`config.mk`:
```
export PLATFORM = sky130hd
export DESIGN_NAME = fp32_add_seq_ctrl
export DESIGN_NICKNAME = d
export VERILOG_FILES = /design/src/rtl/fp32_add_seq_ctrl.sv
export SDC_FILE = /design/constraint.sdc
export NUM_CORES = 1
export LEC_CHECK = 0
export ABC_AREA = 1
export CAP_MARGIN = 20
export CORE_MARGIN = 4
export CORE_UTILIZATION = 30
export CTS_BUF_LIST = sky130_fd_sc_hd__clkbuf_8
export DETAILED_ROUTE_END_ITERATION = 10
export MAX_ROUTING_LAYER = met4
export SYNTH_ARGS = -nofsm -noshare
export SYNTH_HDL_FRONTEND = slang
export SYNTH_SLANG_ARGS = --single-unit
```
`constraint.sdc`:
```
create_clock -name clk -period 3.9 [get_ports clk]
set_input_delay 0.78 -clock clk [delete_from_list [all_inputs] [get_ports clk]]
set_output_delay 0.78 -clock clk [all_outputs]
set_load 0.02 [all_outputs]
```
`src/rtl/fp32_add_seq_ctrl.sv`:
```
// fp32_add_seq_ctrl: multi-cycle binary32 adder/subtractor.
// It accepts one operand pair through a valid/ready handshake and unpacks it.
// A serial shifter aligns the smaller operand one bit per cycle.
// Magnitudes are then added or subtracted and normalized serially.
// The packed result is held behind a valid/ready output handshake.
// Rounding is truncation toward zero, and denormal inputs are flushed to zero.
module fp32_add_seq_ctrl #(
   parameter int GUARD_BITS = 2,
   parameter int MAX_SHIFT  = 26
) (
   input  logic        clk,
   input  logic        rst_n,
   input  logic        in_valid,
   output logic        in_ready,
   input  logic [31:0] op_a,
   input  logic [31:0] op_b,
   input  logic        sub,
   output logic        out_valid,
   input  logic        out_ready,
   output logic [31:0] result,
   output logic        flag_ovf,
   output logic        flag_unf,
   output logic        flag_inv,
   output logic        busy
);

   // Mantissa with hidden bit and guard bits, plus one carry bit for the sum.
   localparam int MAN_W = 24 + GUARD_BITS;
   localparam int SUM_W = MAN_W + 1;
   localparam int CNT_W = $clog2(MAX_SHIFT + 1);

   typedef enum logic [2:0] {
      S_IDLE,
      S_ALIGN,
      S_ADD,
      S_NORM,
      S_DONE
   } state_t;

   state_t             state_q,   state_d;
   logic               sign_q,    sign_d;
   logic               eff_sub_q, eff_sub_d;
   logic [8:0]         exp_q,     exp_d;
   logic [MAN_W-1:0]   big_q,     big_d;
   logic [MAN_W-1:0]   small_q,   small_d;
   logic [SUM_W-1:0]   mag_q,     mag_d;
   logic [CNT_W-1:0]   cnt_q,     cnt_d;
   logic [31:0]        result_q,  result_d;
   logic               ovf_q,     ovf_d;
   logic               unf_q,     unf_d;
   logic               inv_q,     inv_d;

   // Unpacked view of the incoming operand pair.
   logic               sgn_a, sgn_b;
   logic [7:0]         exp_a, exp_b;
   logic [MAN_W-1:0]   man_a, man_b;
   logic               a_is_big;
   logic [7:0]         exp_diff;
   logic [CNT_W-1:0]   shift_amt;
   logic               any_special;

   // The alignment distance saturates once the whole mantissa has shifted out.
   function automatic logic [CNT_W-1:0] sat_shift(input logic [7:0] d);
      if (32'(d) > MAX_SHIFT) begin
         return CNT_W'(MAX_SHIFT);
      end
      return d[CNT_W-1:0];
   endfunction

   // Exponent overflow saturates the packed result to signed infinity.
   function automatic logic [31:0] pack(input logic s, input logic [8:0] e,
                                        input logic [22:0] f);
      if (e >= 9'd255) begin
         return {s, 8'hFF, 23'd0};
      end
      return {s, e[7:0], f};
   endfunction

   // Unpack operands, flush denormals, order by magnitude and find the shift.
   always_comb begin
      sgn_a       = op_a[31];
      sgn_b       = op_b[31] ^ sub;
      exp_a       = op_a[30:23];
      exp_b       = op_b[30:23];
      man_a       = (exp_a == 8'd0) ? '0 : {1'b1, op_a[22:0], {GUARD_BITS{1'b0}}};
      man_b       = (exp_b == 8'd0) ? '0 : {1'b1, op_b[22:0], {GUARD_BITS{1'b0}}};
      a_is_big    = ({exp_a, man_a} >= {exp_b, man_b});
      exp_diff    = a_is_big ? (exp_a - exp_b) : (exp_b - exp_a);
      shift_amt   = sat_shift(exp_diff);
      any_special = (exp_a == 8'hFF) || (exp_b == 8'hFF);
   end

   // Next-state and datapath updates for the sequencer.
   always_comb begin
      state_d   = state_q;
      sign_d    = sign_q;
      eff_sub_d = eff_sub_q;
      exp_d     = exp_q;
      big_d     = big_q;
      small_d   = small_q;
      mag_d     = mag_q;
      cnt_d     = cnt_q;
      result_d  = result_q;
      ovf_d     = ovf_q;
      unf_d     = unf_q;
      inv_d     = inv_q;

      case (state_q)
         S_IDLE: begin
            if (in_valid) begin
               ovf_d     = 1'b0;
               unf_d     = 1'b0;
               inv_d     = 1'b0;
               sign_d    = a_is_big ? sgn_a : sgn_b;
               eff_sub_d = sgn_a ^ sgn_b;
               exp_d     = {1'b0, (a_is_big ? exp_a : exp_b)};
               big_d     = a_is_big ? man_a : man_b;
               small_d   = a_is_big ? man_b : man_a;
               cnt_d     = shift_amt;
               if (any_special) begin
                  result_d = 32'h7FC0_0000;
                  inv_d    = 1'b1;
                  state_d  = S_DONE;
               end else begin
                  state_d  = S_ALIGN;
               end
            end
         end

         S_ALIGN: begin
            if (cnt_q == '0) begin
               state_d = S_ADD;
            end else begin
               small_d = small_q >> 1;
               cnt_d   = cnt_q - CNT_W'(1);
            end
         end

         S_ADD: begin
            // Ordering guarantees big >= small, so the difference is never negative.
            if (eff_sub_q) begin
               mag_d = {1'b0, big_q} - {1'b0, small_q};
            end else begin
               mag_d = {1'b0, big_q} + {1'b0, small_q};
            end
            state_d = S_NORM;
         end

         S_NORM: begin
            if (mag_q == '0) begin
               result_d = 32'h0000_0000;
               state_d  = S_DONE;
            end else if (mag_q[SUM_W-1]) begin
               mag_d    = mag_q >> 1;
               exp_d    = exp_q + 9'd1;
               ovf_d    = (exp_d >= 9'd255);
               result_d = pack(sign_q, exp_d, mag_d[SUM_W-3:GUARD_BITS]);
               state_d  = S_DONE;
            end else if (mag_q[SUM_W-2]) begin
               result_d = pack(sign_q, exp_q, mag_q[SUM_W-3:GUARD_BITS]);
               state_d  = S_DONE;
            end else begin
               mag_d = mag_q << 1;
               exp_d = exp_q - 9'd1;
               if (exp_d == 9'd0) begin
                  result_d = {sign_q, 31'd0};
                  unf_d    = 1'b1;
                  state_d  = S_DONE;
               end
            end
         end

         S_DONE: begin
            if (out_ready) begin
               state_d = S_IDLE;
            end
         end

         default: begin
            state_d = S_IDLE;
         end
      endcase
   end

   // State and datapath registers; reset clears everything immediately.
   always_ff @(posedge clk or negedge rst_n) begin
      if (!rst_n) begin
         state_q   <= S_IDLE;
         sign_q    <= 1'b0;
         eff_sub_q <= 1'b0;
         exp_q     <= '0;
         big_q     <= '0;
         small_q   <= '0;
         mag_q     <= '0;
         cnt_q     <= '0;
         result_q  <= '0;
         ovf_q     <= 1'b0;
         unf_q     <= 1'b0;
         inv_q     <= 1'b0;
      end else begin
         state_q   <= state_d;
         sign_q    <= sign_d;
         eff_sub_q <= eff_sub_d;
         exp_q     <= exp_d;
         big_q     <= big_d;
         small_q   <= small_d;
         mag_q     <= mag_d;
         cnt_q     <= cnt_d;
         result_q  <= result_d;
         ovf_q     <= ovf_d;
         unf_q     <= unf_d;
         inv_q     <= inv_d;
      end
   end

   // Handshake and status outputs decode directly from the registered state.
   always_comb begin
      in_ready  = (state_q == S_IDLE);
      out_valid = (state_q == S_DONE);
      busy      = (state_q != S_IDLE);
      result    = result_q;
      flag_ovf  = ovf_q;
      flag_unf  = unf_q;
      flag_inv  = inv_q;
   end

endmodule

```
==> impl_metrics.tcl, run 1 <==
set metrics [dict create \
    arrival_ns 3.93 \
    yosys.area_share.xor_xnor 0.0454 \
    critPathKind "input port to flop" \
    synth-seq-cells 131 \
    power_frac_clock 0.097 \
    track_usage 0.173 \
    chipWidth_um 201 \
    synth_edf_count 0 \
    ant_nets 0 \
    p_leak_uw 0.00624 \
    die_y_um 201 \
    startpoint_type "input port" \
    synthToLayoutAreaGrowth_pct 20.0 \
    synth_top_family_by_area "compound AO/OA/AOI/OAI gates" \
    drc 0 \
    dieArea_mm2 0.0404 \
    clk_pin_slew_ns 0.09 \
    ir_drop_uv 386 \
    antenna_found_initial 0 \
    p_int_uw 5740 \
    cts_htree_levels 4 \
    hold_class "input port to asynchronous set/reset pin" \
    cts_inserted_buffers 17 \
    gp_congestion 0.911 \
    drt_iter0_drc 963 \
    setup_viol 0 \
    p_switching_uw 6740 \
    n_fill_cell 3888 \
    drt-total-wl_um 34600 \
    crit_fanout 27 \
    tightest_slew_ns 0.882 \
    path_common_cell "a21oi_1" \
    wl_per_cell_um 15.8 \
    drv_cap 0 \
    placed_cells 2148 \
    post_dp_cell_area_mm2 0.0130 \
    crit_path_cell_trace "clkdlybuf4s50_1 > inv_1 > nand4_1 > nor2_1 > buf_4 > nor2_1 > inv_1 > ha_1 > a21oi_1 > o21ai_0 > a21oi_1 > nand2_1 > nand2_2 > nand2_4 > buf_12 > buf_4 > o21ai_0 > a21oi_1" \
    hold_violations 0 \
    period_minus_slack_ns 3.61 \
    initial_utilization 0.305 \
    maxSlewHeadroom 0.412 \
    cts_sinks 131 \
    synthMuxAreaShare 0 \
    swShare 0.540 \
    synth_compound_area_frac 0.249 \
    synthDistinctLibCells 56 \
    timing.fmax_ghz 0.277 \
    powerDensity_mw_per_mm2 930 \
    overflow 0 \
    io_pins 107 \
    seq_power_share 0.209 \
    final_cells 2180 \
    fin_crit_sh 0.926 \
    grt_max_degree 67 \
    vias_per_cell 5.05 \
    place_hpwl_um 26900 \
    synthSimpleGateAreaFrac 0.225 \
    drtPass1Iterations 5 \
    fin_nets 1841 \
    synthArstFlopShare 1.00 \
    synthesis.nets 1717 \
    grt_pass1_wl_um 56600 \
    first_global_vias 10600 \
    p_comb_frac 0.693 \
    port_buffers 106 \
    crit_path_end_kind "flop" \
    synthCells 1575 \
    pre_cts_ws_ns -0.114 \
    slowest_delay_ns 0.45 \
    status "completed" \
    ys_seq_area_frac 0.293 \
    drive_gt1_frac 0.0987 \
    postCtsSetupRepairBufs 0 \
    setup_ws_ns 0.287 \
    critical_path_required_ns 4.22 \
    cts_max_path_buffers 2 \
    core_mm2 0.0367 \
    multi_input_area_mm2 0.00675 \
    skew_ns 0.0243 \
    via_count 11000 \
    hold_ws_ns 0.424 \
    syn_area_per_cell_um2 7.10 \
    cts_tree "built" \
    synth_flop_cell "dfrtp_1" \
    rsz0062_at_grt "no" \
    clkLatencyLatePin_ns 0.46 \
    total_power_uw 12500 \
    num_antenna_cells 0 \
    yosysWarnings 0 \
    floorplan.rows 70 \
    slowest_stage "clkdlybuf4s50_1" \
    syn-cell-area_mm2 0.0112 \
    cts_root_buf "clkbuf_8" \
    slew_viol_final 0 \
    finish.instance_area_mm2 0.0134 \
    area.sequential_mm2 0.00328 \
    synthAdderAreaFrac 0.0831 \
]
## kinds of logic after synthesis
| family | Yosys count |
|---|---|
| AO/OA/AOI/OAI | 443 |
| XOR/XNOR | 58 |
| adder cells (fa/ha/maj) | 73 |
| buffers and inverters | 273 |
| flip-flops | 131 |
| AND/OR/NAND/NOR | 597 |
## synthesized netlist by cell type, types with 5 or more instances
cell type / n / area share
nand4_1: 30 / 0.017
buf_6: 7 / 0.0071
nor2_1: 164 / 0.055
o211ai_1: 7 / 0.0047
clkbuf_1: 37 / 0.012
a21o_1: 7 / 0.0047
inv_2: 14 / 0.0047
nor3_1: 12 / 0.0054
nand3_1: 43 / 0.019
a31oi_1: 7 / 0.0039
xor2_1: 50 / 0.039
nand2_1: 324 / 0.11
inv_1: 192 / 0.064
a21oi_2: 5 / 0.0039
dfrtp_1: 131 / 0.29
o22ai_1: 30 / 0.017
buf_2: 12 / 0.0054
o221ai_2: 19 / 0.026
o21ai_0: 118 / 0.053
ha_1: 71 / 0.079
o21ai_1: 20 / 0.0090
a22oi_1: 25 / 0.017
a21oi_1: 148 / 0.066
o21a_1: 24 / 0.016
xnor2_1: 8 / 0.0063
## cell type report
type                    instances  share of cell area
inverters                     207              0.0583
flip-flops and latches        131               0.244
multi-input cells            1171               0.503
well taps                     468              0.0436
repair buffers                171               0.121
clock inverters                14              0.0114
clock buffers                  18              0.0185
## sequential cells by signal, summed over array words and instances, names as in the netlist
name and count:
small_q 26, eff_sub_q 1, state_q 3, mag_q 27
flag_ovf 1, exp_q 9, big_q 24, cnt_q 5
flag_inv 1, result 32, flag_unf 1, sign_q 1
## routing by layer
layer,vias to the layer above,part of all wire,global-route usage
li1,5557,-,-
met1,5115,0.51,0.258
met2,322,0.43,0.254
met3,22,0.051,0.0212
met4,0,0.010,0.0297
met5,-,0,-
## final timing paths
| kind | slack, ns | depth (start not counted) | to | from |
|---|---|---|---|---|
| worst min register to register | 0.48 | 2 | result[7] | result[7] |
| worst max register to register | 0.34 | 17 | mag_q[20] | small_q[1] |
| max in group asynchronous | 2.59 | 2 | small_q[13] | rst_n |
| worst min-delay path | 0.42 | 1 | result[28] | rst_n |
| min in group clk | 0.48 | 2 | result[7] | result[7] |
| worst max-delay path | 0.29 | 18 | small_q[11] | op_b[28] |
## through the flow
step,utilization,TNS (ns)
2_1_floorplan,-,0
3_3_place_gp,0.355,-0.0661
3_5_place_dp,0.355,-0.737
4_1_cts,0.365,0
5_1_grt,0.366,0
6_report,0.366,0
## cell usage in the layout, fill, tap and decap left out, drive strengths merged
master,netlist,layout
a211oi,4,4
a21boi,2,2
a21o,7,7
a21oi,153,153
a22o,1,1
a22oi,29,29
a2bb2oi,3,3
a31o,1,1
a31oi,7,7
a32o,2,2
buf,28,66
bufinv,0,2
clkbuf,38,18
clkdlybuf4s50,0,105
clkinv,1,2
clkinvlp,0,6
dfrtp,131,131
fa,2,2
ha,71,71
inv,206,211
nand2,329,329
nand3,44,44
nand4,30,30
nor2,172,172
nor3,14,14
nor4,5,5
nor4b,1,1
o211ai,11,11
o21a,24,24
o21ai,139,139
o21bai,2,2
o221ai,23,23
o22ai,30,30
o311ai,3,3
o31ai,2,2
or2,2,2
xnor2,8,8
xor2,50,50
## power groups by stage
| stage | clock network, uW | registers (uW) | logic, uW |
|---|---|---|---|
| after floorplan | 0 | 2620 | 6150 |
| after global placement | 0 | 2610 | 8470 |
| after detailed placement | 0 | 2620 | 8560 |
| after CTS | 1250 | 2600 | 8610 |
| after global routing | 1300 | 2690 | 9740 |
| final | 1220 | 2610 | 8660 |
## worst max-delay path, delay by kind of cell
kind	cells	cell delay [ns]
buffers and inverters	6	1.27
AO/OA/AOI/OAI	5	0.85
adder cells (fa/ha/maj)	1	0.26
AND/OR/NAND/NOR	6	0.77
## repair_timing
action,4_1_cts,5_1_grt
hold buffers,0,0
gates resized for setup,0,1
endpoints found under the setup margin,0,1
(Power assumes the default switching activity.)
==> run 2: changes to the inputs <==
--- a/config.mk
+++ b/config.mk
@@ -7,7 +7,6 @@
 export LEC_CHECK = 0
 export ABC_AREA = 1
 export CAP_MARGIN = 20
-export CORE_MARGIN = 4
 export CORE_UTILIZATION = 30
 export CTS_BUF_LIST = sky130_fd_sc_hd__clkbuf_8
 export DETAILED_ROUTE_END_ITERATION = 10
==> impl_metrics.tcl, run 2 (synthesis results as in run 1) <==
set metrics [dict create \
    hold_buffers 0 \
    final_cell_mix "nand2_1, inv_1, nor2_1" \
    slowest_delay_ns 0.41 \
    drt_iter0_drc 890 \
    powerDensity_mw_per_mm2 925 \
    num_antenna_cells 0 \
    cts_max_path_buffers 2 \
    r2r_slack_ns 0.38 \
    n_fill_cell 3911 \
    total_power_uw 12500 \
    core_mm2 0.0366 \
    cts_sinks 131 \
    cts_tree "built" \
    overflow 0 \
    grt_pass1_wl_um 54600 \
    rsz0062_at_grt "no" \
    period_minus_slack_ns 3.52 \
    initial_utilization 0.305 \
    p_switching_uw 6660 \
    die_y_um 195 \
    placed_cells 2161 \
    synthToLayoutAreaGrowth_pct 20.9 \
    p_comb_frac 0.689 \
    drtPass1Iterations 5 \
    crit_family "compound AO/OA/AOI/OAI gates" \
    hold_ws_ns 0.342 \
    floorplan.rows 70 \
    cts_resized 0 \
    slew_viol_final 0 \
    seq_power_share 0.208 \
    final_cells 2193 \
    drc 0 \
    slowest_stage "dfrtp_1" \
    fin_nets 1854 \
    largest_reg_flops 32 \
    maxSlewHeadroom 0.451 \
    clk_pin_slew_ns 0.09 \
    fin_util 0.369 \
    drt-total-wl_um 33700 \
    swShare 0.533 \
    postCtsSetupRepairBufs 0 \
    hold_violations 0 \
    chipWidth_um 195 \
    arrival_ns 3.83 \
    crit_path_cell_trace "inv_1 > buf_4 > nand3_1 > nor2_1 > a21oi_1 > nor2_2 > nand2_1 > nor2_1 > o21ai_1 > xor2_1 > ha_1 > a21oi_1 > o21ai_0 > a21oi_1 > nand3_1 > nand2_1 > nand2_1 > o21ai_0 > a22oi_1" \
    timing.fmax_ghz 0.284 \
    dieArea_mm2 0.0380 \
    place_hpwl_um 26600 \
    power_frac_clock 0.103 \
    cts_htree_levels 4 \
    crit_fanout 6 \
    track_usage 0.182 \
    crit_path_end_kind "flop" \
    fin_crit_sh 0.902 \
    ir_drop_uv 326 \
    layout_commonest_cell "nand2_1" \
    path_buf_inv 2 \
    cts_inserted_buffers 17 \
    clkLatencyLatePin_ns 0.46 \
    hold_class "input port to asynchronous set/reset pin" \
    critical_path_required_ns 4.22 \
    cts_root_buf "clkbuf_8" \
    via_count 11000 \
    tightest_slew_ns 0.823 \
    setup_viol 0 \
    wl_per_cell_um 15.4 \
    gp_congestion 0.930 \
    drv_cap 0 \
    grt_max_degree 76 \
    skew_ns 0.0170 \
    drive_gt1_frac 0.105 \
    p_int_uw 5840 \
    port_buffers 106 \
    antenna_found_initial 0 \
    startpoint_type "flop" \
    io_pins 107 \
    ant_nets 0 \
    first_global_vias 10400 \
    vias_per_cell 5.02 \
    status "completed" \
    critPathKind "flop to flop" \
    p_leak_uw 0.00633 \
]
run 2: changes by cell type in the layout (fill, tap and decap cells not counted), sizes merged:
cell | previous run | this run
bufinv | 2 | 3
clkinvlp | 6 | 2
clkinv | 2 | 5
buf | 66 | 79
inv | 211 | 209
clkbuf | 18 | 20
run 2: cell type report:
class / instances / area (um^2) / share of cell area
clock inverters: 12 / 154 / 0.0114
multi-input cells: 1171 / 6750 / 0.499
clock buffers: 20 / 275 / 0.0204
inverters: 207 / 782 / 0.0578
well taps: 468 / 586 / 0.0433
flip-flops and latches: 131 / 3280 / 0.243
repair buffers: 184 / 1700 / 0.126
run 2: worst reg2reg max path, stage by stage, from the launching register on:
cell and delay, ns:
dfrtp_1 0.41, inv_1 0.09, buf_4 0.13, nand3_1 0.09, nor2_1 0.19, a21oi_1 0.13
nor2_2 0.18, nand2_1 0.15, nor2_1 0.18, o21ai_1 0.13, xor2_1 0.16, ha_1 0.37
a21oi_1 0.19, o21ai_0 0.14, a21oi_1 0.14, nand3_1 0.14, nand2_1 0.09, nand2_1 0.06
o21ai_0 0.31, a22oi_1 0.12
run 2: path summary, 6_finish.rpt:
kind	from	depth (start not counted)	end
worst max-delay path	small_q[0]	19	mag_q[24]
worst min-delay path	rst_n	1	result[28]
worst max register to register	small_q[0]	19	mag_q[24]
worst min register to register	result[7]	2	result[7]
max in group asynchronous	rst_n	2	big_q[13]
min in group clk	result[7]	2	result[7]
run 2: metrics by stage:
step	cell area, um^2	setup TNS [ns]	worst slack (ns)
3_5_place_dp	13100	-0.0824	-0.0302
2_1_floorplan	11200	0	0.633
4_1_cts	13500	0	0.417
3_3_place_gp	13100	-0.0213	-0.0132
5_1_grt	13500	0	0.0286
6_report	13500	0	0.383
run 2: power groups by stage:
stage	clock, uW	sequential (uW)	combinational [uW]
6_report	1280	2600	8620
5_1_grt	1370	2680	9710
4_1_cts	1310	2590	8580
3_5_place_dp	0	2610	8540
3_3_place_gp	0	2600	8460
2_1_floorplan	0	2620	6150
run 2: metal layers:
| metal | routed length, um | up-vias | GRT usage |
|---|---|---|---|
| met1 | 17400 | 5083 | 0.267 |
| met5 | 0 | - | - |
| met4 | 394 | 0 | 0.0432 |
| met2 | 14400 | 296 | 0.267 |
| met3 | 1510 | 26 | 0.0192 |
| li1 | - | 5598 | - |
==> run 3: changes to the inputs <==
--- a/config.mk
+++ b/config.mk
@@ -7,9 +7,11 @@
 export LEC_CHECK = 0
 export ABC_AREA = 1
 export CAP_MARGIN = 20
+export CORE_MARGIN = 1
 export CORE_UTILIZATION = 30
 export CTS_BUF_LIST = sky130_fd_sc_hd__clkbuf_8
 export DETAILED_ROUTE_END_ITERATION = 10
+export GPL_ROUTABILITY_DRIVEN = 1
 export MAX_ROUTING_LAYER = met4
 export SYNTH_ARGS = -nofsm -noshare
 export SYNTH_HDL_FRONTEND = slang
==> constraint.sdc (replaced) <==
create_clock -name clk -period 3 [get_ports clk]
set_input_delay 0.6 -clock clk [delete_from_list [all_inputs] [get_ports clk]]
set_output_delay 0.6 -clock clk [all_outputs]
set_load 0.02 [all_outputs]
==> impl_metrics.tcl, run 3 (synthesis results as in run 1) <==
set metrics [dict create \
    hold_class "input port to asynchronous set/reset pin" \
    via_count 12300 \
    fin_crit_sh 1.11 \
    cts_tree "built" \
    status "complete, but fails checks" \
    grt_max_degree 67 \
    die_y_um 195 \
    drt_iter0_drc 958 \
    p_switching_uw 10300 \
    floorplan.rows 70 \
    cts_max_path_buffers 2 \
    drc 0 \
    final_cell_mix "nand2_1, buf_4, inv_1" \
    seq_power_share 0.164 \
    fin_util 0.447 \
    period_minus_slack_ns 3.33 \
    ant_nets 0 \
    layout_commonest_cell "nand2_1" \
    pre_cts_ws_ns -0.834 \
    violations "negative setup slack" \
    fin_nets 2098 \
    maxSlewHeadroom 0.408 \
    place_hpwl_um 27900 \
    grt_pass1_wl_um 60600 \
    slew_viol_final 0 \
    power_frac_clock 0.085 \
    slowest_stage "dfrtp_1" \
    arrival_ns 3.68 \
    p_leak_uw 0.00772 \
    crit_path_cell_trace "inv_2 > ha_4 > nand4_1 > nor2_2 > nand4_1 > nor3_2 > nand3_2 > o21ai_2 > o21ai_2 > xor2_1 > ha_1 > buf_4 > nand2_4 > nor2_4 > nand2_1 > o211ai_1 > a21oi_1 > o21ai_1 > nand2_1" \
    post_dp_cell_area_mm2 0.0143 \
    first_global_vias 11600 \
    setup_viol 12 \
    drtPass1Iterations 6 \
    vias_per_cell 5.04 \
    tightest_slew_ns 0.887 \
    drive_gt1_frac 0.313 \
    core_mm2 0.0366 \
    finish.instance_area_mm2 0.0164 \
    drv_cap 0 \
    dieArea_mm2 0.0380 \
    cts_sinks 131 \
    num_antenna_cells 0 \
    ir_drop_uv 604 \
    total_power_uw 20400 \
    track_usage 0.203 \
    path_buf_inv 2 \
    cts_htree_levels 4 \
    skew_ns 0.0128 \
    largest_reg_flops 32 \
    port_buffers 106 \
    p_comb_frac 0.751 \
    timing.fmax_ghz 0.300 \
    clk_pin_slew_ns 0.09 \
    cts_root_buf "clkbuf_8" \
    crit_path_end_kind "flop" \
    io_pins 107 \
    powerDensity_mw_per_mm2 1250 \
    drt-total-wl_um 38300 \
    synthToLayoutAreaGrowth_pct 46.3 \
    clkLatencyLatePin_ns 0.46 \
    tns_ns -2.42 \
    p_int_uw 10000 \
    hold_buffers 0 \
    startpoint_type "flop" \
    gp_congestion 0.925 \
    initial_utilization 0.305 \
    cts_inserted_buffers 17 \
    antenna_found_initial 0 \
    overflow 0 \
    crit_fanout 4 \
    swShare 0.507 \
    slowest_delay_ns 0.41 \
    wl_per_cell_um 15.7 \
    critical_path_required_ns 3.35 \
    chipWidth_um 195 \
    setup_ws_ns -0.330 \
    hold_violations 0 \
    critPathKind "flop to flop" \
    crit_family "simple AND/OR/NAND/NOR gates" \
    rsz0062_at_grt "yes" \
    n_fill_cell 3672 \
]
## run 3: cell count changes in the layout (fill, tap and decap cells not counted), sizes merged
cell           before  now
buf                79  324
clkdlybuf4s50     105   89
clkbuf             20   29
clkdlybuf4s15       0    3
bufinv              3    4
clkinvlp            2    3
inv               209  210
## run 3: final cells by class
| type | count | area, um^2 | area share |
|---|---|---|---|
| multi-input cells | 1171 | 7530 | 0.460 |
| repair buffers | 428 | 3730 | 0.228 |
| flip-flops and latches | 131 | 3280 | 0.200 |
| inverters | 207 | 792 | 0.0484 |
| well taps | 468 | 586 | 0.0358 |
| clock buffers | 17 | 234 | 0.0143 |
| clock inverters | 15 | 205 | 0.0125 |
## run 3: worst paths after layout
check                              end  cells past startpoint        from  slack, ns
setup reg to reg             mag_q[26]                     19  small_q[1]      -0.33
hold reg to reg              result[7]                      2   result[7]       0.47
min in group clk             result[7]                      2   result[7]       0.47
setup / recovery             mag_q[26]                     19  small_q[1]      -0.33
max in group asynchronous  small_q[11]                      2       rst_n       2.06
hold / removal              result[25]                      1       rst_n       0.13
## run 3: routing by layer
metal / up-vias / global-route usage / part of all wire
li1: 6081 / - / -
met1: 5775 / 0.284 / 0.48
met2: 369 / 0.311 / 0.45
met3: 55 / 0.0244 / 0.047
met4: 0 / 0.0470 / 0.018
met5: - / - / 0
## run 3: metrics by stage
step                      hold WS, ns  cells
after floorplan                 0.304   1575
after global placement          0.459   2318
after detailed placement        0.459   2318
after CTS                       0.152   2419
after global routing            0.163   2437
final                           0.130   2437
## run 3: power groups by stage
stage	Clock [uW]	Sequential, uW	Combinational (uW)
after global routing	1850	3440	16800
after global placement	0	3300	12700
after detailed placement	0	3330	12900
after floorplan	0	3400	8000
after CTS	1770	3300	13800
final	1730	3350	15300
## run 3: repair_timing
action,CTS,global route
resized for setup,143,165
cloned,6,0
setup endpoints to repair,78,81
hold endpoints to repair,0,0
pin swaps,74,68
setup buffers,63,20
